<file path="config.mk">
export PLATFORM = sky130hd
export DESIGN_NAME = mem_port_arbiter
export DESIGN_NICKNAME = d
export VERILOG_FILES = /design/src/rtl/mips64_pkg.sv /design/src/rtl/arb_watchdog.sv /design/src/rtl/mem_port_arbiter.sv
export SDC_FILE = /design/constraint.sdc
export NUM_CORES = 1
export LEC_CHECK = 0
export CAP_MARGIN = 0
export CORE_AREA = 2 2 204 206
export DETAILED_ROUTE_END_ITERATION = 12
export DIE_AREA = 0 0 206 208
export GPL_ROUTABILITY_DRIVEN = 0
export PLACE_DENSITY = 0.68
export SYNTH_ARGS = -nofsm -noshare
export SYNTH_HDL_FRONTEND = slang
export SYNTH_SLANG_ARGS = --single-unit
</file>
<file path="constraint.sdc">
create_clock -name clk -period 2.1 [get_ports clk]
set_input_delay 0.315 -clock clk [delete_from_list [all_inputs] [get_ports clk]]
set_output_delay 0.315 -clock clk [all_outputs]
set_load 0.05 [all_outputs]
</file>
<file path="src/rtl/mips64_pkg.sv">
// rtl/mips64_pkg.sv - shared types and constants for the MIPS64 memory port arbiter
package mips64_pkg;

    localparam int REG_SZ = 64;

    typedef enum logic [1:0] {
        IDLE    = 2'd0,
        BUSY_IF = 2'd1,
        BUSY_MA = 2'd2,
        DONE    = 2'd3
    } arb_state_e;

    localparam logic REQ_IF = 1'b0;
    localparam logic REQ_MA = 1'b1;

endpackage

</file>
<file path="src/rtl/arb_watchdog.sv">
// rtl/arb_watchdog.sv - per-transaction cycle counter that flags a memory access that never acks
module arb_watchdog #(
    parameter int TIMEOUT = 255
) (
    input  logic clk,
    input  logic rst_n,
    input  logic clr,
    input  logic en,
    output logic expired
);

    localparam logic [7:0] LAST = 8'(TIMEOUT - 1);

    logic [7:0] cnt;

    always_ff @(posedge clk or negedge rst_n) begin
        if (!rst_n) begin
            cnt <= '0;
        end else if (clr) begin
            cnt <= '0;
        end else if (en) begin
            cnt <= cnt + 8'd1;
        end
    end

    // cnt holds completed BUSY cycles, so this marks the TIMEOUT-th cycle itself
    assign expired = en && (cnt == LAST);

endmodule

</file>
<file path="src/rtl/mem_port_arbiter.sv">
// rtl/mem_port_arbiter.sv - shares one memory port between IF and MA with MA priority and IF starvation guard
module mem_port_arbiter
    import mips64_pkg::*;
#(
    parameter int ADDR_W        = REG_SZ,
    parameter int DATA_W        = REG_SZ,
    parameter int MAX_MA_STREAK = 4,
    parameter int TIMEOUT       = 255
) (
    input  logic              clk,
    input  logic              rst_n,
    input  logic              if_req,
    input  logic [ADDR_W-1:0] if_addr,
    output logic              if_ack,
    output logic              if_err,
    output logic [DATA_W-1:0] if_rdata,
    input  logic              ma_req,
    input  logic              ma_we,
    input  logic [ADDR_W-1:0] ma_addr,
    input  logic [DATA_W-1:0] ma_wdata,
    output logic              ma_ack,
    output logic              ma_err,
    output logic [DATA_W-1:0] ma_rdata,
    output logic              mem_req,
    output logic              mem_we,
    output logic [ADDR_W-1:0] mem_addr,
    output logic [DATA_W-1:0] mem_wdata,
    input  logic [DATA_W-1:0] mem_rdata,
    input  logic              mem_ack
);

    localparam logic [7:0] STREAK_MAX = 8'(MAX_MA_STREAK);

    arb_state_e state;
    logic [7:0] ma_streak;
    logic       ma_win;
    logic       busy;
    logic       wd_expired;

    assign busy   = (state == BUSY_IF) || (state == BUSY_MA);
    assign ma_win = ma_req && !(if_req && (ma_streak == STREAK_MAX));

    arb_watchdog #(.TIMEOUT(TIMEOUT)) u_watchdog (
        .clk     (clk),
        .rst_n   (rst_n),
        .clr     (!busy),
        .en      (busy),
        .expired (wd_expired)
    );

    always_ff @(posedge clk or negedge rst_n) begin
        if (!rst_n) begin
            state     <= IDLE;
            ma_streak <= '0;
            if_ack    <= 1'b0;
            if_err    <= 1'b0;
            if_rdata  <= '0;
            ma_ack    <= 1'b0;
            ma_err    <= 1'b0;
            ma_rdata  <= '0;
            mem_req   <= 1'b0;
            mem_we    <= 1'b0;
            mem_addr  <= '0;
            mem_wdata <= '0;
        end else begin
            case (state)
                IDLE: begin
                    if (ma_win) begin
                        state     <= BUSY_MA;
                        mem_req   <= 1'b1;
                        mem_we    <= ma_we;
                        mem_addr  <= ma_addr;
                        mem_wdata <= ma_wdata;
                        // the streak only grows while IF is actually being held off
                        if (!if_req) begin
                            ma_streak <= '0;
                        end else if (ma_streak != STREAK_MAX) begin
                            ma_streak <= ma_streak + 8'd1;
                        end
                    end else if (if_req) begin
                        state     <= BUSY_IF;
                        mem_req   <= 1'b1;
                        mem_we    <= 1'b0;
                        mem_addr  <= if_addr;
                        mem_wdata <= '0;
                        ma_streak <= '0;
                    end
                end
                BUSY_IF: begin
                    if (mem_ack) begin
                        state    <= DONE;
                        mem_req  <= 1'b0;
                        if_ack   <= 1'b1;
                        if_err   <= 1'b0;
                        if_rdata <= mem_rdata;
                    end else if (wd_expired) begin
                        state    <= DONE;
                        mem_req  <= 1'b0;
                        if_ack   <= 1'b1;
                        if_err   <= 1'b1;
                        if_rdata <= '0;
                    end
                end
                BUSY_MA: begin
                    if (mem_ack) begin
                        state    <= DONE;
                        mem_req  <= 1'b0;
                        ma_ack   <= 1'b1;
                        ma_err   <= 1'b0;
                        ma_rdata <= mem_we ? '0 : mem_rdata;
                    end else if (wd_expired) begin
                        state    <= DONE;
                        mem_req  <= 1'b0;
                        ma_ack   <= 1'b1;
                        ma_err   <= 1'b1;
                        ma_rdata <= '0;
                    end
                end
                DONE: begin
                    state  <= IDLE;
                    if_ack <= 1'b0;
                    if_err <= 1'b0;
                    ma_ack <= 1'b0;
                    ma_err <= 1'b0;
                end
                default: state <= IDLE;
            endcase
        end
    end

endmodule

</file>
After elaboration in Yosys (flattened, before gate mapping)
Cells that the tools add are included.
{"block": "op_classes", "add_sub_neg": 2, "n_eq_ne": 11, "muxes": 32, "n_reduce_logical": 20}
{"operator": "two-way mux 64 bit", "count": 8}
{"operator": "two-way mux 8 bit", "count": 5}
{"operator": "adder 8 x 1 -> 8 bit, second input constant", "count": 2}
{"operator": "AND reduction 2 bit", "count": 6}
{"operator": "case mux 1 bit (2 select lines)", "count": 5}
{"operator": "nonzero test 2 bit", "count": 5}
{"operator": "two-way mux 1 bit", "count": 9}
{"operator": "!= test 3 x 2 -> 1 bit, second input constant", "count": 3}
{"operator": "equality test 8 x 3 -> 1 bit, second input constant", "count": 1}
{"operator": "equality test 8 bit, second input constant", "count": 1}
{"operator": "two-way mux 2 bit", "count": 4}
{"operator": "!= test 8 x 3 -> 1 bit, second input constant", "count": 1}
{"operator": "case mux 2 bit (3 select lines)", "count": 1}
{"operator": "AND reduction 3 bit", "count": 2}
{"operator": "equality test 2 bit, second input constant", "count": 2}
{"operator": "logical AND 1 bit", "count": 3}
{"operator": "!= test 3 x 1 -> 1 bit, second input constant", "count": 1}
{"operator": "!= test 3 bit, second input constant", "count": 1}
{"operator": "equality test 2 x 1 -> 1 bit, second input constant", "count": 1}
{"operator": "logical NOT 2 bit", "count": 1}
{"operator": "OR reduction 2 bit", "count": 1}
{"operator": "logical NOT 1 bit", "count": 1}
{"operator": "logical OR 1 bit", "count": 1}
{"block": "totals", "reg_bits": 280, "input_bits": 262, "output_inout_bits": 262, "word_cells": 78}

Longest topological paths before layout
Gate-level depths: netlist of the first run.
{"block": "logic_depth", "word_depth": 6, "ltp_mapped": 9, "ltp_nobuf": 6}

By module
A second synthesis of the first run with hierarchy kept.
{"block": "hier_totals", "hier_cells": 1189, "area_unflattened_um2": 11511.0}
{"module": "mem_port_arbiter", "n_inst": 1, "cells_per_inst": 1148, "area_per_inst_um2": 11099.4, "seq_area_each_um2": 6806.5}
{"module": "arb_watchdog", "n_inst": 1, "cells_per_inst": 41, "area_per_inst_um2": 411.6, "seq_area_each_um2": 200.2}

Least setup slack after synthesis of the first run
OpenSTA, ideal clock, no wires.
{"block": "synth_path", "path_kind": "register -> register", "from": "register state[0]", "to": "register mem_wdata[37]", "setup_time_ns": 0.083, "arrival_ns": 1.894, "required_ns": 2.017, "setup_slack_ns": 0.124, "path_stages_with_launch": 10, "n_path_buf": 4, "period_less_slack_ns": 1.976, "cell_sequence": "dfrtp_1 -> inv_1 -> ha_1 -> clkbuf_1 -> o21a_1 -> clkbuf_1 -> clkbuf_1 -> clkbuf_1 -> nand2_1 -> o21ai_0"}
{"block": "synth_via", "elab_chain_len": 2}
{"item": "start: declaration", "line_no": "mem_port_arbiter.sv:34", "source": "arb_state_e state;"}
{"item": "start signal: assignment", "line_no": "mem_port_arbiter.sv:53", "source": "state <= IDLE;"}
{"item": "start signal: assignment", "line_no": "mem_port_arbiter.sv:69", "source": "state <= BUSY_MA;"}
{"item": "start signal: assignment", "line_no": "mem_port_arbiter.sv:81", "source": "state <= BUSY_IF;"}
{"item": "logical NOT 2 bit", "line_no": "mem_port_arbiter.sv:66", "source": "case (state)"}
{"item": "AND reduction 2 bit (no source line)"}
{"item": "end signal: assignment", "line_no": "mem_port_arbiter.sv:73", "source": "mem_wdata <= ma_wdata;"}
{"item": "end: declaration", "line_no": "mem_port_arbiter.sv:27", "source": "output logic [DATA_W-1:0] mem_wdata,"}
Every way passes these cells.
A chain may end at the register's enable or synchronous reset.

Worst setup path after layout of the first run
{"block": "layout_path", "from": "register ma_streak[0]", "to": "register mem_addr[39]"}
{"block": "layout_via", "elab_chain_len": 6, "elab_cells_between_ends": 7, "classes_between": "eq/ne (1); mux (1); reduce/logical (5)"}
{"item": "start: declaration", "line_no": "mem_port_arbiter.sv:35", "source": "logic [7:0] ma_streak;"}
{"item": "start signal: assignment", "line_no": "mem_port_arbiter.sv:78", "source": "ma_streak <= ma_streak + 8'd1;"}
{"item": "equality test 8 x 3 -> 1 bit *", "line_no": "mem_port_arbiter.sv:41", "source": "assign ma_win = ma_req && !(if_req && (ma_streak == STREAK_MAX));"}
{"item": "logical AND 1 bit *", "line_no": "mem_port_arbiter.sv:41"}
{"item": "logical NOT 1 bit *", "line_no": "mem_port_arbiter.sv:41"}
{"item": "logical AND 1 bit *", "line_no": "mem_port_arbiter.sv:41"}
{"item": "nonzero test 2 bit (no source line)"}
{"item": "AND reduction 2 bit (no source line)"}
{"item": "end signal: assignment", "line_no": "mem_port_arbiter.sv:72", "source": "mem_addr <= ma_addr;"}
{"item": "end signal: assignment", "line_no": "mem_port_arbiter.sv:84", "source": "mem_addr <= if_addr;"}
{"item": "end: declaration", "line_no": "mem_port_arbiter.sv:26", "source": "output logic [ADDR_W-1:0] mem_addr,"}
Mark *: on every way between the ends. The rest lies on a longest branch, timed or not.

==> impl_metrics.yaml, run 1 <==
run_status:
  status: "complete, no violations"
clock_network:
  cts-root-buf: "clkbuf_16"
  cts_buffer_depth: 3
  path_clk_slew_ns: 0.06
  tritoncts: "done"
  cts_max_level: 2
  clk_latency_ns: 0.52
  cts_sinks: 280
  numCtsBuffers: 34
finish:
  syn2layout_area_growth_pct: 66.0
  nNetsFinal: 1842
  drive_gt1_share_pct: 10.1
  instances_no_fill: 2127
floorplanning:
  io_pins: 524
  initial_core_util_pct: 27.4
  die_w_um: 206
  coreArea_um2: 40600
  die_area_um2: 42800
  num_rows: 74
  die_h_um: 208
power_and_ir_drop:
  p_leak_nw: 8.27
  pwr-share-seq_pct: 26.6
  powerDensity_nw_per_um2: 1900
  p_switching_mw: 17.1
  p_int_mw: 18.0
  swShare_pct: 48.8
  ir_drop_v: 0.00123
  p_comb_share_pct: 56.6
  power_frac_clock_pct: 16.8
route:
  via_per_inst: 4.82
  drt-initial-drc-count: 507
  drtPass1Iterations: 5
  final_antenna_net_count: 0
  wl_per_cell_um: 20.1
  remaining_drc_errors: 0
  vias: 10300
  routed_wl_mm: 42.7
setup_path:
  required_ns: 2.54
  crit_type: "flip-flop to flip-flop"
  end_kind: "flip-flop"
  startpoint: "ma_streak[0]"
  r2r_start: "ma_streak[0]"
  worstReg2RegEnd: "mem_addr[39]"
  r2r_cells: 8
  r2r_slack_ns: 0.04
  cp_max_fo: 13
  start_kind: "flip-flop"
  arrival_ns: 2.50
  endpoint: "mem_addr[39]"
min_path:
  holdCritPathClass: "input pin to async pin"
synth:
  postSynthAreaPerCell_um2: 10.7
  synth.distinct_cells: 37
  ys_seq_area_share_pct: 63.0
  ys.flop_type: "dfrtp_1"
  syn_area_um2: 11100
  async_flop_share_pct: 100
  ys_seq_elements: 280
  yosys_warnings: 0
  yosysTopAreaCell: "dfrtp_1"
  synth_edf_count: 0
  synth_fp_nets: 1314
  synth_top_area_share_pct: 63.0
  synth.area.top_cells: "dfrtp_1 (63%), a22o_1 (10%), nand2_1 (6.8%), a21oi_1 (5.9%), o21ai_0 (3.3%)"
  synthCells: 1042
grt:
  grt_pass1_wl_mm: 63.0
  grt_pass1_vias: 10300
  grt_overflow_total: 0
  track_usage_pct: 19.3
  grt_antenna_before_repair: 4
  grt_start_max_net_pins: 69
timing:
  period_needed_ns: 2.06
  whs_ns: 0.269
  hold_viol_final: 0
  tightest_slew_ns: 0.595
  skew_ns: 0.0175
  setup_viol: 0
  max_freq_mhz: 487
  finalSetupTns_ns: 0
  drv_slew: 0
  rsz0062_at_grt: "true"
  slew-limit-headroom_pct: 60.2
  finalCritPeriodShare_pct: 97.9
flow_run:
  maxCapViolCount: 0
place:
  hpwl_mm: 31.8
  io_buffers: 523
  dp.cells: 2065
## worst min-delay path by stage
stage                    to   from  slack (ns)
5_1_grt        mem_addr[23]  rst_n        0.27
3_5_place_dp   mem_addr[23]  rst_n        0.24
6_report       mem_addr[23]  rst_n        0.27
2_1_floorplan        if_ack  rst_n        0.02
3_3_place_gp   mem_addr[23]  rst_n        0.24
4_1_cts        mem_addr[23]  rst_n        0.25
## cells in the final DEF, fill, tap and decap left out, types with 3 or more instances in the layout
cell and count:
clkbuf_16 35, nand3_1 5, xnor2_1 7, clkbuf_8 6, and3_1 3, dlygate4sd2_1 9
dfrtp_1 280, a21oi_2 15, buf_12 15, clkbuf_1 6, buf_6 3, and2_1 7
clkinv_2 4, ha_1 9, nand4_1 6, o21ai_0 72, a22o_1 130, nor2b_1 3
a21oi_1 116, inv_1 5, dlymetal6s2s_1 22, buf_4 59, nor2_1 72, nand2_1 199
xor2_1 3, clkinvlp_4 4, clkdlybuf4s50_1 460, mux2i_1 6
## stage by stage
stage	instance area [um2]	util [%]	worst slack, ns	power, mW
after floorplan	11100	-	0.124	21.5
after global placement	17200	42.4	-0.0854	29.1
after detailed placement	17200	42.4	-0.137	29.3
after CTS	18300	45.2	0.00186	35.4
after global routing	18500	45.5	-0.0284	36.7
final	18500	45.5	0.0446	35.1
## critical path: stages (launching register included)
cell and delay [ns]:
dfrtp_1 0.41, inv_2 0.08, ha_1 0.15, or4bb_4 0.56, o21ai_4 0.18, buf_12 0.19, buf_4 0.17, nand2_1 0.08
a21oi_2 0.14
## state kept, by name, indices dropped and copies added (netlist names)
register,flops
if_ack,1
ma_rdata,64
mem_wdata,64
mem_req,1
mem_we,1
if_rdata,64
mem_addr,64
u_watchdog.cnt,8
ma_ack,1
state,2
ma_err,1
if_err,1
ma_streak,8
## cell families (layout without fill, tap and decap cells)
kind of cell               count (synthesis)  count (layout)  synth area share [%]
AOI/OAI and AO/OA                        347             347                  20.3
and+or+nand+nor                          305             305                  11.0
DFF                                      280             280                  63.0
buffers and inverters                     84             636                  3.17
adders and majority gates                 10              10                  1.13
xor gates and xnor gates                  10              10                 0.788
muxes                                      6               6                 0.540
other                                      0               1                     0
## routing by layer
metal / track usage [%] / vias to the layer above / routed length, um
met3: 6.78 / 79 / 4050
met5: 0 / - / 27
met1: 21.6 / 4975 / 15900
met4: 6.92 / 4 / 1550
met2: 33.6 / 481 / 21100
li1: - / 4713 / -
## synth_stat cells (all sizes together), types with 2 or more instances
cell type / number
nor2: 72
a32o: 2
ha: 10
nand4: 6
o21a: 2
and3: 3
nand2: 201
a22o: 130
buf: 22
inv: 6
nor3: 2
nor2b: 3
a21oi: 132
dfrtp: 280
xor2: 3
and2: 8
xnor2: 7
clkbuf: 56
mux2i: 6
nand3: 5
o21ai: 75
## power by group through the flow
stage	clock network [mW]	registers [mW]	logic (mW)
2_1_floorplan	0	17.5	4.01
3_3_place_gp	0	9.29	19.8
3_5_place_dp	0	9.39	19.9
4_1_cts	6.10	9.32	20.0
5_1_grt	6.32	9.61	20.8
6_report	5.90	9.31	19.8
## final cells by class
type	count	area (um2)
antenna	1	2.50
clock buffer	47	981
clock inverter	13	136
fill	3851	22100
inverter	6	22.5
multi-input combinational	678	3880
sequential	280	7010
tap	532	666
timing repair buffer	570	5760
## what timing repair did
action / CTS / global route
endpoints found under the hold margin: 29 / 0
resized for setup: 12 / 44
cloned: 0 / 0
hold buffers: 1 / 0
endpoints found under the setup margin: 27 / 207
pin swaps: 0 / 0
buffers inserted: 0 / 0
No activity file was read; power rests on OpenSTA's default activity.
==> run 2: changes to the inputs <==
--- a/config.mk
+++ b/config.mk
@@ -10,7 +10,6 @@
 export DETAILED_ROUTE_END_ITERATION = 12
 export DIE_AREA = 0 0 206 208
 export GPL_ROUTABILITY_DRIVEN = 0
-export PLACE_DENSITY = 0.68
 export SYNTH_ARGS = -nofsm -noshare
 export SYNTH_HDL_FRONTEND = slang
 export SYNTH_SLANG_ARGS = --single-unit
==> run 2 against run 1 <==
  * Die area stayed put
  * Count of clock-buffer cells in the layout decreased by 3
  * Worst setup slack better by 0.0062 ns
  * Power shrank 2.6%
  * Cell count rose by 0.61%
  * Non-clock buffer count grew 17
  * First-iteration DRC count grew 2.0%
  * Combinational power about the same
  * Sequential power is essentially flat
  * Clock skew grew 0.0036 ns
  * Critical endpoint is now if_rdata[32]
  * Largest cell class unchanged
==> impl_metrics.yaml, run 2 (synthesized netlist as in run 1, its figures left out) <==
floorplanning:
  io_pins: 524
  die_w_um: 206
  initial_core_util_pct: 27.4
  die_h_um: 208
  die_area_um2: 42800
  num_rows: 74
  coreArea_um2: 40600
clock_network:
  cts_buffer_depth: 3
  cts-root-buf: "clkbuf_16"
  numCtsBuffers: 31
  tritoncts: "done"
  path_clk_slew_ns: 0.06
  clk_latency_ns: 0.57
  cts_sinks: 280
  cts_max_level: 1
route:
  final_antenna_net_count: 0
  drt-initial-drc-count: 517
  vias: 10200
  drtPass1Iterations: 7
  wl_per_cell_um: 20.5
  remaining_drc_errors: 0
  via_per_inst: 4.79
  routed_wl_mm: 43.9
place:
  pre_cts_slack_ns: -0.112
  io_buffers: 523
  hpwl_mm: 32.2
  dp.cells: 2075
finish:
  final_common_cell: "clkdlybuf4s50_1"
  nNetsFinal: 1856
  multi_input_area_um2: 3860
  final_util_pct: 46.0
  syn2layout_area_growth_pct: 67.7
  instances_no_fill: 2140
  most-common-layout-cells: "clkdlybuf4s50_1 (352), dfrtp_1 (280), nand2_1 (198)"
  drive_gt1_share_pct: 9.79
  nFillCells: 3859
  area.sequential_um2: 7010
setup_path:
  crit_family: "buffers and inverters"
  cpPeakStageDelay_ns: 0.82
  crit_chain: "clkdlybuf4s50_1"
  crit_type: "flip-flop to output pin"
  cp_max_fo: 2
  arrival_ns: 1.73
  start_kind: "flip-flop"
  required_ns: 1.78
  end_kind: "output pin"
  path_buf_inv: 1
  slowest_stage: "clkdlybuf4s50_1"
run_status:
  status: "complete, no violations"
grt:
  grt_start_max_net_pins: 65
  grt_antenna_before_repair: 6
  track_usage_pct: 19.5
  grt_pass1_wl_mm: 64.1
  grt_overflow_total: 0
  grt_pass1_vias: 10400
min_path:
  holdCritPathClass: "input pin to flip-flop"
flow_run:
  maxCapViolCount: 0
timing:
  slew-limit-headroom_pct: 58.7
  setup_viol: 0
  fin_ws_ns: 0.0508
  drv_slew: 0
  finalCritPeriodShare_pct: 97.6
  period_needed_ns: 2.05
  rsz0062_at_grt: "true"
  tightest_slew_ns: 0.619
  skew_ns: 0.0211
  hold_viol_final: 0
  max_freq_mhz: 488
  whs_ns: 0.278
power_and_ir_drop:
  p_leak_nw: 9.07
  powerDensity_nw_per_um2: 1830
  ir_drop_v: 0.00163
## run 2: changes by cell type in the layout (fill, tap and decap cells not counted), sizes merged
cell / change
bufinv: -1
clkinv: +1
dlymetal6s2s: +45
clkinvlp: -4
clkbuf: -1
diode: +3
dlygate4sd2: +74
clkdlybuf4s50: -108
buf: +4
## run 2: final timing paths
check / slack (ns) / cells past startpoint / from / endpoint
hold / removal: 0.28 / 3 / if_addr[21] / mem_addr[21]
setup / recovery: 0.05 / 1 / if_rdata[32] / if_rdata[32]
setup reg to reg: 0.09 / 8 / ma_streak[1] / mem_addr[62]
max in group asynchronous: 1.05 / 3 / rst_n / mem_wdata[60]
min in group asynchronous: 0.31 / 2 / rst_n / mem_addr[25]
hold reg to reg: 0.48 / 2 / mem_wdata[41] / mem_wdata[41]
## run 2: final cells by class
| cell class | instances | share of cell area (%) |
|---|---|---|
| sequential | 280 | 37.6 |
| multi-input combinational | 678 | 20.7 |
| inverter | 6 | 0.121 |
| tap | 532 | 3.57 |
| antenna | 4 | 0.0537 |
| timing repair buffer | 587 | 32.7 |
| clock buffer | 44 | 4.85 |
| clock inverter | 9 | 0.456 |
## run 2: per-stage QoR
| step | power (mW) | cell area (um2) | setup TNS (ns) |
|---|---|---|---|
| after floorplan | 21.5 | 11100 | 0 |
| after global placement | 29.4 | 17400 | -5.19 |
| after detailed placement | 29.6 | 17400 | -12.51 |
| after CTS | 34.5 | 18300 | 0 |
| after global routing | 35.8 | 18600 | -0.0248 |
| final | 34.1 | 18600 | 0 |
## run 2: repair_timing
action,CTS,global route
cloned,0,2
setup endpoints to repair,211,269
hold buffers,1,0
pin swaps,0,1
hold endpoints to repair,55,0
gates resized for setup,84,84
setup buffers,0,5
## run 2: per-layer routing
layer  global-route usage [%]  part of all wire (%)
met1                     22.1                    38
met3                     6.38                   9.4
met4                     7.07                   2.7
met5                        0                 0.068
met2                     34.0                    50
## run 2: power breakdown
group          internal [mW]  leakage [nW]  switching (mW)  total [mW]
Sequential              7.87          3.49            1.45        9.33
Combinational           6.29          5.09            13.2        19.5
Clock                   3.10         0.493            2.19        5.29
Total                   17.3          9.07            16.9        34.1
==> run 3: changes to the inputs <==
--- a/config.mk
+++ b/config.mk
@@ -10,6 +10,7 @@
 export DETAILED_ROUTE_END_ITERATION = 12
 export DIE_AREA = 0 0 206 208
 export GPL_ROUTABILITY_DRIVEN = 0
+export RECOVER_POWER = 50
 export SYNTH_ARGS = -nofsm -noshare
 export SYNTH_HDL_FRONTEND = slang
 export SYNTH_SLANG_ARGS = --single-unit
==> run 3 against run 2 <==
  * Sequential power hardly changed
  * Via count is essentially flat
  * Worst setup slack hardly changed
  * Critical endpoint is now ma_rdata[16]
  * Power is 2.4% lower
  * Die area unchanged
  * Clock power hardly changed
  * Worst hold slack hardly changed
  * Cell area fell by 4.0%
  * First-iteration DRC count shrank 5.0%
  * Non-clock buffer count is the same
  * Register-to-register slack about the same
==> impl_metrics.yaml, run 3 (synthesized netlist as in run 1, its figures left out) <==
power_and_ir_drop:
  pwr-share-seq_pct: 28.1
  power_frac_clock_pct: 15.9
  ir_drop_v: 0.00161
  swShare_pct: 50.7
  p_comb_share_pct: 56.1
  p_switching_mw: 16.9
  powerDensity_nw_per_um2: 1860
  p_leak_nw: 7.98
  p_int_mw: 16.4
setup_path:
  end_kind: "output pin"
  crit_chain: "clkdlybuf4s50_1"
  slowest_stage: "clkdlybuf4s50_1"
  path_buf_inv: 1
  path_depth: 1
  crit_family: "buffers and inverters"
  start_kind: "flip-flop"
  cpPeakStageDelay_ns: 0.82
  arrival_ns: 1.73
  crit_type: "flip-flop to output pin"
  r2r_cells: 8
  required_ns: 1.78
  cp_max_fo: 2
min_path:
  whs_path_depth: 3
  holdCritPathClass: "input pin to flip-flop"
finish:
  area.sequential_um2: 7010
  multi_input_area_um2: 3860
  syn2layout_area_growth_pct: 61.0
  final_common_cell: "clkdlybuf4s50_1"
  drive_gt1_share_pct: 8.79
  most-common-layout-cells: "clkdlybuf4s50_1 (352), dfrtp_1 (280), nand2_1 (198)"
  nFillCells: 3993
  final_util_pct: 44.1
  nNetsFinal: 1856
timing:
  slew-limit-headroom_pct: 31.8
  finalCritPeriodShare_pct: 97.6
  rsz0062_at_grt: "true"
  tightest_slew_ns: 1.02
  hold_viol_final: 0
  setup_viol: 0
  drv_slew: 0
  period_needed_ns: 2.05
  finalSetupTns_ns: 0
  skew_ns: 0.0205
  max_freq_mhz: 488
grt:
  grt_antenna_before_repair: 6
  grt_pass1_wl_mm: 64.1
  track_usage_pct: 19.5
  grt_overflow_total: 0
  grt_start_max_net_pins: 65
  grt_pass1_vias: 10400
clock_network:
  cts_buffer_depth: 3
  cts-root-buf: "clkbuf_16"
  path_clk_slew_ns: 0.06
  cts_max_level: 1
  clk_latency_ns: 0.57
  numCtsBuffers: 31
  cts_sinks: 280
  tritoncts: "done"
route:
  drt-initial-drc-count: 491
  drtPass1Iterations: 5
  vias: 10200
  wl_per_cell_um: 20.6
  via_per_inst: 4.79
  routed_wl_mm: 44.1
  final_antenna_net_count: 0
  remaining_drc_errors: 0
run_status:
  status: "complete, no violations"
floorplanning:
  die_h_um: 208
  io_pins: 524
  initial_core_util_pct: 27.4
  die_w_um: 206
  coreArea_um2: 40600
  num_rows: 74
  die_area_um2: 42800
place:
  hpwl_mm: 32.2
  io_buffers: 523
flow_run:
  maxCapViolCount: 0
-- run 3: changes by cell type in the layout (fill, tap and decap cells not counted), moves of 2 or more --
cell,previous run,this run
buf_12,25,20
and2_1,7,5
and2_0,0,2
clkbuf_1,5,87
buf_4,55,30
dlymetal6s2s_1,67,0
clkbuf_2,0,11
clkbuf_4,0,4
-- run 3: stage by stage --
step                      total power [mW]  instances  worst slack [ns]  hold WS [ns]  area, um2
after floorplan                       21.5       1042             0.124        0.0194      11100
after detailed placement              29.6       2075            -0.112         0.343      17400
final                                 33.3       2140            0.0503         0.278      17900
after global routing                  35.0       2139           -0.0230         0.255      17900
after CTS                             34.5       2129         0.0000356         0.243      18300
after global placement                29.4       2075           -0.0951         0.340      17400
-- run 3: layer usage --
metal / routed length (um) / vias up / GRT usage (%) / part of all wire [%]
met5: 30 / - / 0 / 0.068
met2: 22000 / 425 / 34.0 / 50
met3: 4110 / 78 / 6.38 / 9.3
met4: 1310 / 4 / 7.07 / 3.0
met1: 16600 / 5002 / 22.1 / 38
li1: - / 4739 / - / -
-- run 3: repair_timing --
action                                  4_1_cts  5_1_grt
endpoints found under the hold margin        55        0
setup buffers                                 0        5
hold buffers                                  1        0
gates resized for setup                      84       84
endpoints found under the setup margin      211      269
pin swaps                                     0        1
gates cloned                                  0        2
-- run 3: layout make-up --
cell class	instances	area share [%]
diodes	4	0.0559
clock buffers	44	5.05
clock inverters	9	0.475
inverters	6	0.126
multi-input cells	678	21.6
flip-flops and latches	280	39.1
well taps	532	3.72
repair buffers	587	29.9
-- run 3: power groups by stage --
| stage | Sequential (mW) | Combinational, mW | Clock [mW] |
|---|---|---|---|
| 6_report | 9.35 | 18.7 | 5.28 |
| 3_3_place_gp | 9.40 | 20.0 | 0 |
| 5_1_grt | 9.64 | 19.6 | 5.71 |
| 2_1_floorplan | 17.5 | 4.01 | 0 |
| 3_5_place_dp | 9.45 | 20.1 | 0 |
| 4_1_cts | 9.37 | 19.6 | 5.47 |
-- run 3: worst paths after layout --
kind	startpoint	to	slack, ns
max reg2reg	ma_streak[1]	mem_addr[62]	0.10
min	if_addr[21]	mem_addr[21]	0.28
max	ma_rdata[16]	ma_rdata[16]	0.05
min reg2reg	mem_wdata[41]	mem_wdata[41]	0.48
max in group asynchronous	rst_n	u_watchdog.cnt[2]	0.28
min in group asynchronous	rst_n	mem_addr[25]	0.47
-- run 3: worst min-delay path, delay by kind of cell --
kind | cells | cell delay, ns
compound gates | 1 | 0.05
buf+inv | 1 | 0.39
simple gates | 1 | 0.05
